<file path="src/rtl/sorter_share_ctrl_if.sv">
// sorter_share_ctrl_if: requester, sorter and result signals of the sorter share controller.
// master: environment side (requesters + sorter) ; slave: the controller.
// Ports: req/din/dv per requester, gnt per requester, srt_in*, srt_out*, dout*, busy, err.
interface sorter_share_ctrl_if;
  logic              req0;
  logic              req1;
  logic signed [7:0] din0;
  logic signed [7:0] din1;
  logic              dv0;
  logic              dv1;
  logic              gnt0;
  logic              gnt1;
  logic signed [7:0] srt_in;
  logic              srt_in_valid;
  logic signed [7:0] srt_out;
  logic              srt_out_valid;
  logic signed [7:0] dout;
  logic              dout_valid;
  logic              dout_id;
  logic              busy;
  logic              err;

  modport master (
    output req0, req1, din0, din1, dv0, dv1, srt_out, srt_out_valid,
    input  gnt0, gnt1, srt_in, srt_in_valid, dout, dout_valid, dout_id, busy, err
  );

  modport slave (
    input  req0, req1, din0, din1, dv0, dv1, srt_out, srt_out_valid,
    output gnt0, gnt1, srt_in, srt_in_valid, dout, dout_valid, dout_id, busy, err
  );
endinterface

</file>
<file path="src/rtl/sorter_share_ctrl.sv">
// sorter_share_ctrl: round-robin per-frame scheduler sharing one sorter between two requesters.
// Latency: grant 1 cycle after request sampled; feed and drain paths 1 cycle; all outputs registered.
// Backpressure: none; a granted frame runs to completion, the other requester waits at its req level.
// Ports: CLK, RESET (async active-low), bus (sorter_share_ctrl_if.slave).
// Optional macro SORT_SHARE_TIMEOUT_EN: WAIT watchdog of TIMEOUT cycles raising err and aborting the frame.
module sorter_share_ctrl #(
  parameter int FRAME_LEN = 8,
  parameter int CNT_W     = 4,
  parameter int TIMEOUT   = 64
) (
  input logic                 CLK,
  input logic                 RESET,
  sorter_share_ctrl_if.slave  bus
);

  // Elaboration-time guard on the parameter set.
  if (FRAME_LEN < 2 || (2 ** CNT_W) <= FRAME_LEN || TIMEOUT < 1) begin : g_cfg_err
    $error("sorter_share_ctrl: invalid FRAME_LEN/CNT_W/TIMEOUT");
  end

  typedef enum logic [1:0] {ST_IDLE, ST_FEED, ST_WAIT, ST_DRAIN} state_t;

  localparam logic [CNT_W-1:0] LAST = CNT_W'(FRAME_LEN - 1);

  state_t            state;
  logic              rr_ptr;
  logic              gidx;
  logic [CNT_W-1:0]  feed_cnt;
  logic [CNT_W-1:0]  drain_cnt;

  // Requester picked in IDLE: the lone requester, or rr_ptr when both ask.
  logic              pick;
  logic              dv_sel;
  logic signed [7:0] din_sel;

  assign pick    = (bus.req0 && bus.req1) ? rr_ptr : bus.req1;
  assign dv_sel  = gidx ? bus.dv1  : bus.dv0;
  assign din_sel = gidx ? bus.din1 : bus.din0;

`ifdef SORT_SHARE_TIMEOUT_EN
  localparam int TW = $clog2(TIMEOUT + 1);
  logic [TW-1:0] wcnt;
`endif

  always_ff @(posedge CLK or negedge RESET) begin
    if (!RESET) begin
      state            <= ST_IDLE;
      rr_ptr           <= 1'b0;
      gidx             <= 1'b0;
      feed_cnt         <= '0;
      drain_cnt        <= '0;
      bus.gnt0         <= 1'b0;
      bus.gnt1         <= 1'b0;
      bus.srt_in       <= '0;
      bus.srt_in_valid <= 1'b0;
      bus.dout         <= '0;
      bus.dout_valid   <= 1'b0;
      bus.dout_id      <= 1'b0;
      bus.busy         <= 1'b0;
      bus.err          <= 1'b0;
`ifdef SORT_SHARE_TIMEOUT_EN
      wcnt             <= '0;
`endif
    end else begin
      // Valids and err are single-cycle unless re-asserted below.
      bus.srt_in_valid <= 1'b0;
      bus.dout_valid   <= 1'b0;
      bus.err          <= 1'b0;
      case (state)
        ST_IDLE: begin
          if (bus.req0 || bus.req1) begin
            gidx      <= pick;
            bus.gnt0  <= ~pick;
            bus.gnt1  <= pick;
            bus.busy  <= 1'b1;
            feed_cnt  <= '0;
            drain_cnt <= '0;
            state     <= ST_FEED;
          end
        end
        ST_FEED: begin
          if (dv_sel) begin
            bus.srt_in       <= din_sel;
            bus.srt_in_valid <= 1'b1;
            feed_cnt         <= feed_cnt + 1'b1;
            if (feed_cnt == LAST) begin
              state <= ST_WAIT;
`ifdef SORT_SHARE_TIMEOUT_EN
              wcnt  <= '0;
`endif
            end
          end
        end
        ST_WAIT: begin
          // The first result beat is taken in the same cycle it shows up.
          if (bus.srt_out_valid) begin
            bus.dout       <= bus.srt_out;
            bus.dout_valid <= 1'b1;
            bus.dout_id    <= gidx;
            drain_cnt      <= CNT_W'(1);
            state          <= ST_DRAIN;
          end
`ifdef SORT_SHARE_TIMEOUT_EN
          else if (wcnt == TW'(TIMEOUT - 1)) begin
            bus.err   <= 1'b1;
            bus.gnt0  <= 1'b0;
            bus.gnt1  <= 1'b0;
            bus.busy  <= 1'b0;
            rr_ptr    <= ~gidx;
            feed_cnt  <= '0;
            drain_cnt <= '0;
            state     <= ST_IDLE;
          end else begin
            wcnt <= wcnt + 1'b1;
          end
`endif
        end
        ST_DRAIN: begin
          if (bus.srt_out_valid) begin
            bus.dout       <= bus.srt_out;
            bus.dout_valid <= 1'b1;
            bus.dout_id    <= gidx;
            drain_cnt      <= drain_cnt + 1'b1;
            if (drain_cnt == LAST) begin
              bus.gnt0  <= 1'b0;
              bus.gnt1  <= 1'b0;
              bus.busy  <= 1'b0;
              rr_ptr    <= ~gidx;
              feed_cnt  <= '0;
              drain_cnt <= '0;
              state     <= ST_IDLE;
            end
          end
        end
        default: state <= ST_IDLE;
      endcase
    end
  end

endmodule

</file>
<file path="src/flat_wrapper.sv">
// flat-port wrapper written by rule: the top's interface ports become plain ports
module sorter_share_ctrl_flat 
#(
  parameter int FRAME_LEN = 8,
  parameter int CNT_W     = 4,
  parameter int TIMEOUT   = 64
)
  (CLK, RESET, bus_req0, bus_req1, bus_din0, bus_din1, bus_dv0, bus_dv1, bus_srt_out, bus_srt_out_valid, bus_gnt0, bus_gnt1, bus_srt_in, bus_srt_in_valid, bus_dout, bus_dout_valid, bus_dout_id, bus_busy, bus_err);
  sorter_share_ctrl_if bus_i ();
  input logic CLK;
  input logic RESET;
  input wire logic [$bits(bus_i.req0)-1:0] bus_req0;
  input wire logic [$bits(bus_i.req1)-1:0] bus_req1;
  input wire logic [$bits(bus_i.din0)-1:0] bus_din0;
  input wire logic [$bits(bus_i.din1)-1:0] bus_din1;
  input wire logic [$bits(bus_i.dv0)-1:0] bus_dv0;
  input wire logic [$bits(bus_i.dv1)-1:0] bus_dv1;
  input wire logic [$bits(bus_i.srt_out)-1:0] bus_srt_out;
  input wire logic [$bits(bus_i.srt_out_valid)-1:0] bus_srt_out_valid;
  output wire logic [$bits(bus_i.gnt0)-1:0] bus_gnt0;
  output wire logic [$bits(bus_i.gnt1)-1:0] bus_gnt1;
  output wire logic [$bits(bus_i.srt_in)-1:0] bus_srt_in;
  output wire logic [$bits(bus_i.srt_in_valid)-1:0] bus_srt_in_valid;
  output wire logic [$bits(bus_i.dout)-1:0] bus_dout;
  output wire logic [$bits(bus_i.dout_valid)-1:0] bus_dout_valid;
  output wire logic [$bits(bus_i.dout_id)-1:0] bus_dout_id;
  output wire logic [$bits(bus_i.busy)-1:0] bus_busy;
  output wire logic [$bits(bus_i.err)-1:0] bus_err;
  assign bus_i.req0 = bus_req0;
  assign bus_i.req1 = bus_req1;
  assign bus_i.din0 = bus_din0;
  assign bus_i.din1 = bus_din1;
  assign bus_i.dv0 = bus_dv0;
  assign bus_i.dv1 = bus_dv1;
  assign bus_i.srt_out = bus_srt_out;
  assign bus_i.srt_out_valid = bus_srt_out_valid;
  assign bus_gnt0 = bus_i.gnt0;
  assign bus_gnt1 = bus_i.gnt1;
  assign bus_srt_in = bus_i.srt_in;
  assign bus_srt_in_valid = bus_i.srt_in_valid;
  assign bus_dout = bus_i.dout;
  assign bus_dout_valid = bus_i.dout_valid;
  assign bus_dout_id = bus_i.dout_id;
  assign bus_busy = bus_i.busy;
  assign bus_err = bus_i.err;
  sorter_share_ctrl #(.FRAME_LEN(FRAME_LEN), .CNT_W(CNT_W), .TIMEOUT(TIMEOUT)) u_core (.CLK(CLK), .RESET(RESET), .bus(bus_i));
endmodule
</file>
<file path="config.mk">
export PLATFORM = sky130hd
export DESIGN_NAME = sorter_share_ctrl_flat
export DESIGN_NICKNAME = d
export VERILOG_FILES = /design/src/rtl/sorter_share_ctrl_if.sv /design/src/rtl/sorter_share_ctrl.sv /design/src/flat_wrapper.sv
export SDC_FILE = /design/constraint.sdc
export NUM_CORES = 1
export LEC_CHECK = 0
export ABC_AREA = 1
export CAP_MARGIN = 15
export CORE_UTILIZATION = 50
export DETAILED_ROUTE_END_ITERATION = 8
export GPL_ROUTABILITY_DRIVEN = 1
export HOLD_SLACK_MARGIN = 0.05
export PLACE_DENSITY = 0.94
export SYNTH_ARGS = -nofsm -noshare
export SYNTH_HDL_FRONTEND = slang
export SYNTH_SLANG_ARGS = --single-unit
</file>
<file path="constraint.sdc">
create_clock -name CLK -period 2.87 [get_ports CLK]
set_clock_uncertainty 0.15 [all_clocks]
set_input_delay 0.574 -clock CLK [delete_from_list [all_inputs] [get_ports CLK]]
set_output_delay 0.574 -clock CLK [all_outputs]
set_load 0.1 [all_outputs]
</file>
==> metrics.md, run 1 <==
| Metric | Value |
|---|---|
| FF+latch area | `851 um^2` |
| Overall routing resource usage | `22.1%` |
| Die Width | `60.7 um` |
| Sequential share of the synthesized area | `49.4%` |
| CP required | `2940 ps` |
| Fin crit share | `65.1%` |
| Drt drc | `0` |
| Die area | `3680 um^2` |
| I/O pin count | `54` |
| Clock root cell | `clkbuf_4` |
| Cell count after synthesis | `204` |
| Reg2reg end | `u_core.bus.srt_in[6]` |
| Num CTS Buffers | `5` |
| Final max-slew violation count | `0` |
| Final Util | `71.7%` |
| Later-pin clock latency in the skew report | `330 ps` |
| Primary FF master, synth | `dfrtp_1` |
| CP Data Arrival Time | `1940 ps` |
| Warning count from the yosys run | `0` |
| Worst Hold Launch | `u_core.drain_cnt[3]` |
| Final Setup Violations | `0` |
| DP HPWL | `2.75 mm` |
| Area occupied by multi-input gates | `746 um^2` |
| CORE AREA | `3150 um^2` |
| Final Hold Violating Endpoints | `0` |
| DR vias/cell | `4.92` |
| Syn Nets | `243` |
| Area grow syn2layout | `31.4%` |
| CTS H-Tree Depth | `2` |
| CTS Buffer Depth | `2` |
| Final WL | `3.65 mm` |
| Initial antenna violation count | `0` |
| Worst-path clk slew | `100 ps` |
| Post-CTS Setup Repair Bufs | `0` |
| Crit Path Category | `flip-flop to flip-flop` |
| # nets final | `298` |
| Buffers added on ports | `52` |
| CP startpoint kind | `flip-flop` |
| Async set-reset flop share out of synthesis | `100%` |
| Cts hold-fix bufs | `0` |
| Vias in the first global route | `1,386` |
| R2R Path Start | `u_core.state[1]` |
| Setup TNS | `0 ps` |
| DR pass1 iterations | `4` |
| Clock Sinks | `34` |
| Yosys reg bits | `34` |
| Drt wl/cell | `12.1 um` |
| Distinct cells, synth | `25` |
| Post-CTS sizing | `0` |
| Hold Path End | `u_core.drain_cnt[3]` |
| # diodes | `0` |
| Largest net degree at the start of global routing | `35` |
| Final hold slack | `351 ps` |
| Post-route ant nets | `0` |
| GR Overflow Total | `0` |
| Setup slack on the worst flop-to-flop path | `1000 ps` |
| Gpl congestion | `0.819` |
| Syn_area_per_cell | `8.44 um^2` |
| Fmax | `0.535 GHz` |
| Layout cells sized above 1 | `14.3%` |
| CP endpoint kind | `flip-flop` |
| Chip height | `60.7 um` |
| # rows | `20` |
| Worst hold stages | `2` |
| Fin crit period | `1870 ps` |
| Reg2reg path depth | `6` |
| Total number of vias | `1,487` |
| EDFF count, synth | `0` |
| TritonCTS clock tree | `done` |
| Max Cap Violations | `0` |
| Status | `complete, no violations` |
| 1st-iter DRT viols | `58` |
| First-pass GRT wire length | `5.93 mm` |
| Fillers | `241` |
| Starting Density | `54.6%` |
| Worst-path fanout max | `17` |
| RSZ-0062 raised after global routing | `false` |
| Cell Area, Synth | `1720 um^2` |
| Min-Delay Path Class | `flip-flop to flip-flop` |
cell usage in the layout, fill, tap and decap left out:
| cell type | n |
|---|---|
| nand3_1 | 8 |
| nand4_1 | 1 |
| dfrtp_1 | 34 |
| buf_4 | 23 |
| o21ai_1 | 1 |
| xnor2_1 | 1 |
| o21ai_2 | 1 |
| inv_2 | 1 |
| nand2_2 | 1 |
| clkdlybuf4s50_1 | 30 |
| inv_1 | 22 |
| nand3b_1 | 1 |
| o21ai_0 | 25 |
| conb_1 | 1 |
| nor2_2 | 2 |
| xor2_1 | 1 |
| ha_1 | 8 |
| a21oi_4 | 2 |
| nand2_1 | 48 |
| nand2_4 | 1 |
| a21oi_1 | 4 |
| clkbuf_8 | 1 |
| o21a_1 | 8 |
| clkbuf_4 | 5 |
| nor2_1 | 27 |
| nor3b_1 | 1 |
per-stage QoR:
step,area (um^2),worst slack (ps),instances
2_1_floorplan,1720,1250,204
3_3_place_gp,2210,828,296
3_5_place_dp,2210,710,296
4_1_cts,2260,989,302
5_1_grt,2260,845,302
6_report,2260,1000,302
registers in the layout, indices dropped and copies added, names as in the netlist:
register                 flops
u_core.bus.dout              8
u_core.bus.srt_in_valid      1
u_core.rr_ptr                1
u_core.bus.busy              1
u_core.bus.gnt0              1
u_core.drain_cnt             4
u_core.bus.srt_in            8
u_core.bus.gnt1              1
u_core.bus.dout_id           1
u_core.gidx                  1
u_core.bus.dout_valid        1
u_core.state                 2
u_core.feed_cnt              4
synth_stat cells, types with 2 or more instances:
cell	instances	area (um^2)
nand3_1	8	40.0
dfrtp_1	34	851
o21ai_0	25	125
a21oi_4	2	32.5
nor2_1	27	101
ha_1	8	100
a21oi_1	4	20.0
inv_1	22	82.6
nand2_1	48	180
buf_4	3	22.5
o21a_1	8	60.1
nor2_2	2	12.5
kinds of logic after synthesis:
family | Yosys count | share of synthesized area (%)
other cells | 1 | 0.218
flops | 34 | 49.4
fa+ha+maj | 8 | 5.81
xor+xnor | 2 | 1.02
simple gates | 90 | 21.7
compound gates | 41 | 14.6
buf+inv | 28 | 7.27
metal layers:
layer	vias to the layer above	wire length, um	GRT usage (%)
li1	756	-	-
met1	685	1550	26.3
met2	40	1820	38.0
met3	6	245	6.40
met4	0	35	8.44
met5	-	0	0
cell type report:
cell class | instances | share of cell area, %
Tap cell | 44 | 2.43
Multi-Input combinational cell | 142 | 33.0
Clock buffer | 6 | 2.27
Sequential cell | 34 | 37.6
Timing Repair Buffer | 53 | 20.9
Inverter | 23 | 3.82
how the worst max path moves through the flow:
stage	startpoint	end	slack, ps	cells past startpoint
after global placement	bus_dv1	u_core.bus.srt_in[2]	830	5
after global routing	u_core.state[1]	u_core.bus.srt_in[6]	840	6
after floorplan	u_core.bus.dout_id	bus_dout_id	1250	0
final	u_core.state[1]	u_core.bus.srt_in[6]	1000	6
after CTS	u_core.state[1]	u_core.bus.srt_in[6]	990	6
after detailed placement	bus_dv1	u_core.bus.srt_in[6]	710	5
worst max-delay path: stages, from the launching register on:
cell and delay (ps):
dfrtp_1 440, inv_1 120, ha_1 220, inv_1 140, a21oi_4 360, o21ai_0 180
o21a_1 150
Power of run 1 is not shown: default switching activity piles up to over one toggle a cycle in this logic, so the estimate is an artifact.
==> inputs of run 2 (changes only) <==
CORE_UTILIZATION = 46   (was 50)
PLACE_DENSITY = 0.88   (was 0.94)
clock period = 1.8 ns   (was 2.87 ns; I/O delays follow)
==> run 2 against run 1 <==
Worst hold slack worse by 79 ps. Via count is 5.7% higher. First-iteration DRC count is 6.9% lower. Worst setup slack worse by 900 ps. Highest routed layer unchanged. Largest cell class unchanged. Critical path type unchanged. Final area is 20% higher. Cell count is 3.0% higher. Utilization is 6.2 points higher. Sequential cell count stayed put. Die area is 8.4% higher. Non-clock buffer count is 5 higher. Critical endpoint is now u_core.state[0].
==> metrics.md, run 2 (same netlist as run 1, synthesis figures left out) <==
| Metric | Value |
|---|---|
| 1st-iter DRT viols | `54` |
| Total number of vias | `1,572` |
| Biggest regs | `u_core.bus.dout (8), u_core.bus.srt_in (8)` |
| Final WL | `4.00 mm` |
| CP Data Arrival Time | `1730 ps` |
| Worst-path clk slew | `70 ps` |
| Max Cap Violations | `0` |
| CORE AREA | `3470 um^2` |
| Met2 WL | `2.09 mm` |
| DR vias/cell | `5.05` |
| Fin crit share | `94.4%` |
| Most common cell after layout, fill and taps aside | `nand2_1` |
| Layout cells sized above 1 | `17.7%` |
| Top sig layer | `met4` |
| # nets final | `303` |
| Num CTS Buffers | `5` |
| CP required | `1830 ps` |
| I/O pin count | `54` |
| Die area | `3990 um^2` |
| Clock Sinks | `34` |
| DR pass1 iterations | `4` |
| # rows | `21` |
| CP Cell Sequence | `inv_1, ha_1, nand2_1, nand2_1, nor2_1, nand2_1, nand2_1, nand2_1` |
| First-pass GRT wire length | `6.78 mm` |
| GR Overflow Total | `0` |
| Final max-slew violation count | `0` |
| Clock root cell | `clkbuf_8` |
| CTS H-Tree Depth | `2` |
| DP HPWL | `3.10 mm` |
| Area grow syn2layout | `57.1%` |
| Overall routing resource usage | `21.9%` |
| Commonest cells after routing, fill and taps aside | `nand2_1 (48), dfrtp_1 (33), clkdlybuf4s50_1 (30), nor2_1 (27)` |
| Final Util | `78.0%` |
| Placed insts | `303` |
| CP startpoint kind | `flip-flop` |
| Buffers added on ports | `52` |
| Drt wl/cell | `12.9 um` |
| Vias in the first global route | `1,608` |
| Post-route ant nets | `0` |
| RSZ-0062 raised after global routing | `false` |
| Met3 WL | `219 um` |
| Die Width | `63.2 um` |
| Fin crit period | `1700 ps` |
| Starting Density | `49.6%` |
| Slowest-stage cell, CP | `dfrtp_1` |
| Initial antenna violation count | `0` |
| Chip height | `63.2 um` |
| Fmax | `0.588 GHz` |
| Drt drc | `0` |
| TritonCTS clock tree | `done` |
| CP dominant cell by count | `nand2_1` |
| Final Setup Violations | `0` |
| Max incr delay on CP | `450 ps` |
| Crit Path Category | `flip-flop to flip-flop` |
| Met1 WL | `1.63 mm` |
| Post-Layout Cell Count | `311` |
| Worst-path fanout max | `5` |
| Gpl congestion | `0.812` |
| # diodes | `0` |
| Post-CTS Setup Repair Bufs | `0` |
| CP endpoint kind | `flip-flop` |
| Later-pin clock latency in the skew report | `290 ps` |
| Final Hold Violating Endpoints | `0` |
| Status | `complete, no violations` |
| Post-CTS sizing | `0` |
| Cts hold-fix bufs | `0` |
| Largest net degree at the start of global routing | `35` |
| Min-Delay Path Class | `input pin to asynchronous set/reset pin` |
| CTS Buffer Depth | `2` |
## run 2: final timing paths
kind,endpoint,from,depth (start not counted),slack (ps)
worst min-delay path,u_core.drain_cnt[0],RESET,2,270
min in group CLK,u_core.drain_cnt[3],u_core.drain_cnt[3],2,350
max in group asynchronous,u_core.state[0],RESET,2,1030
worst min register to register,u_core.drain_cnt[3],u_core.drain_cnt[3],2,350
worst max-delay path,u_core.state[0],u_core.state[1],8,100
worst max register to register,u_core.state[0],u_core.state[1],8,100
## run 2: area by class of cell
type / instances / area, um^2
Clock buffer: 5 / 68.8
Clock inverter: 3 / 68.8
Tap cell: 46 / 57.6
Multi-Input combinational cell: 142 / 748
Timing Repair Buffer: 58 / 823
Sequential cell: 34 / 852
Inverter: 23 / 86.3
Fill cell: 224 / 763
## run 2: metal layers
layer,GRT usage (%),vias up
met2,39.9,43
met4,8.52,0
met3,6.52,7
met5,0,-
met1,23.6,757
li1,-,765
## run 2: critical path: cells and delay by family, from the launching register on
family | cells | cell delay (ps)
adders and majority gates | 1 | 230
buffers and inverters | 1 | 110
DFF | 1 | 450
and+or+nand+nor | 6 | 660
## run 2: metrics by stage
stage | hold WS, ps | setup TNS, ps | area, um^2 | worst slack, ps
after global routing | 289 | 0 | 2710 | 10.3
final | 272 | 0 | 2710 | 100
after CTS | 284 | 0 | 2700 | 86.2
after global placement | 315 | 0 | 2560 | 71.4
after detailed placement | 322 | -2.49 | 2560 | -2.49
after floorplan | -85.6 | 0 | 1720 | 260
Power of run 2 is left out for the same reason.
==> inputs of run 3 (changes only) <==
CAP_MARGIN = unset   (was 15)
==> results of run 3 <==
The final DEF is identical to that of run 2; final timing and power are the same.
Power of run 3 is left out for the same reason.
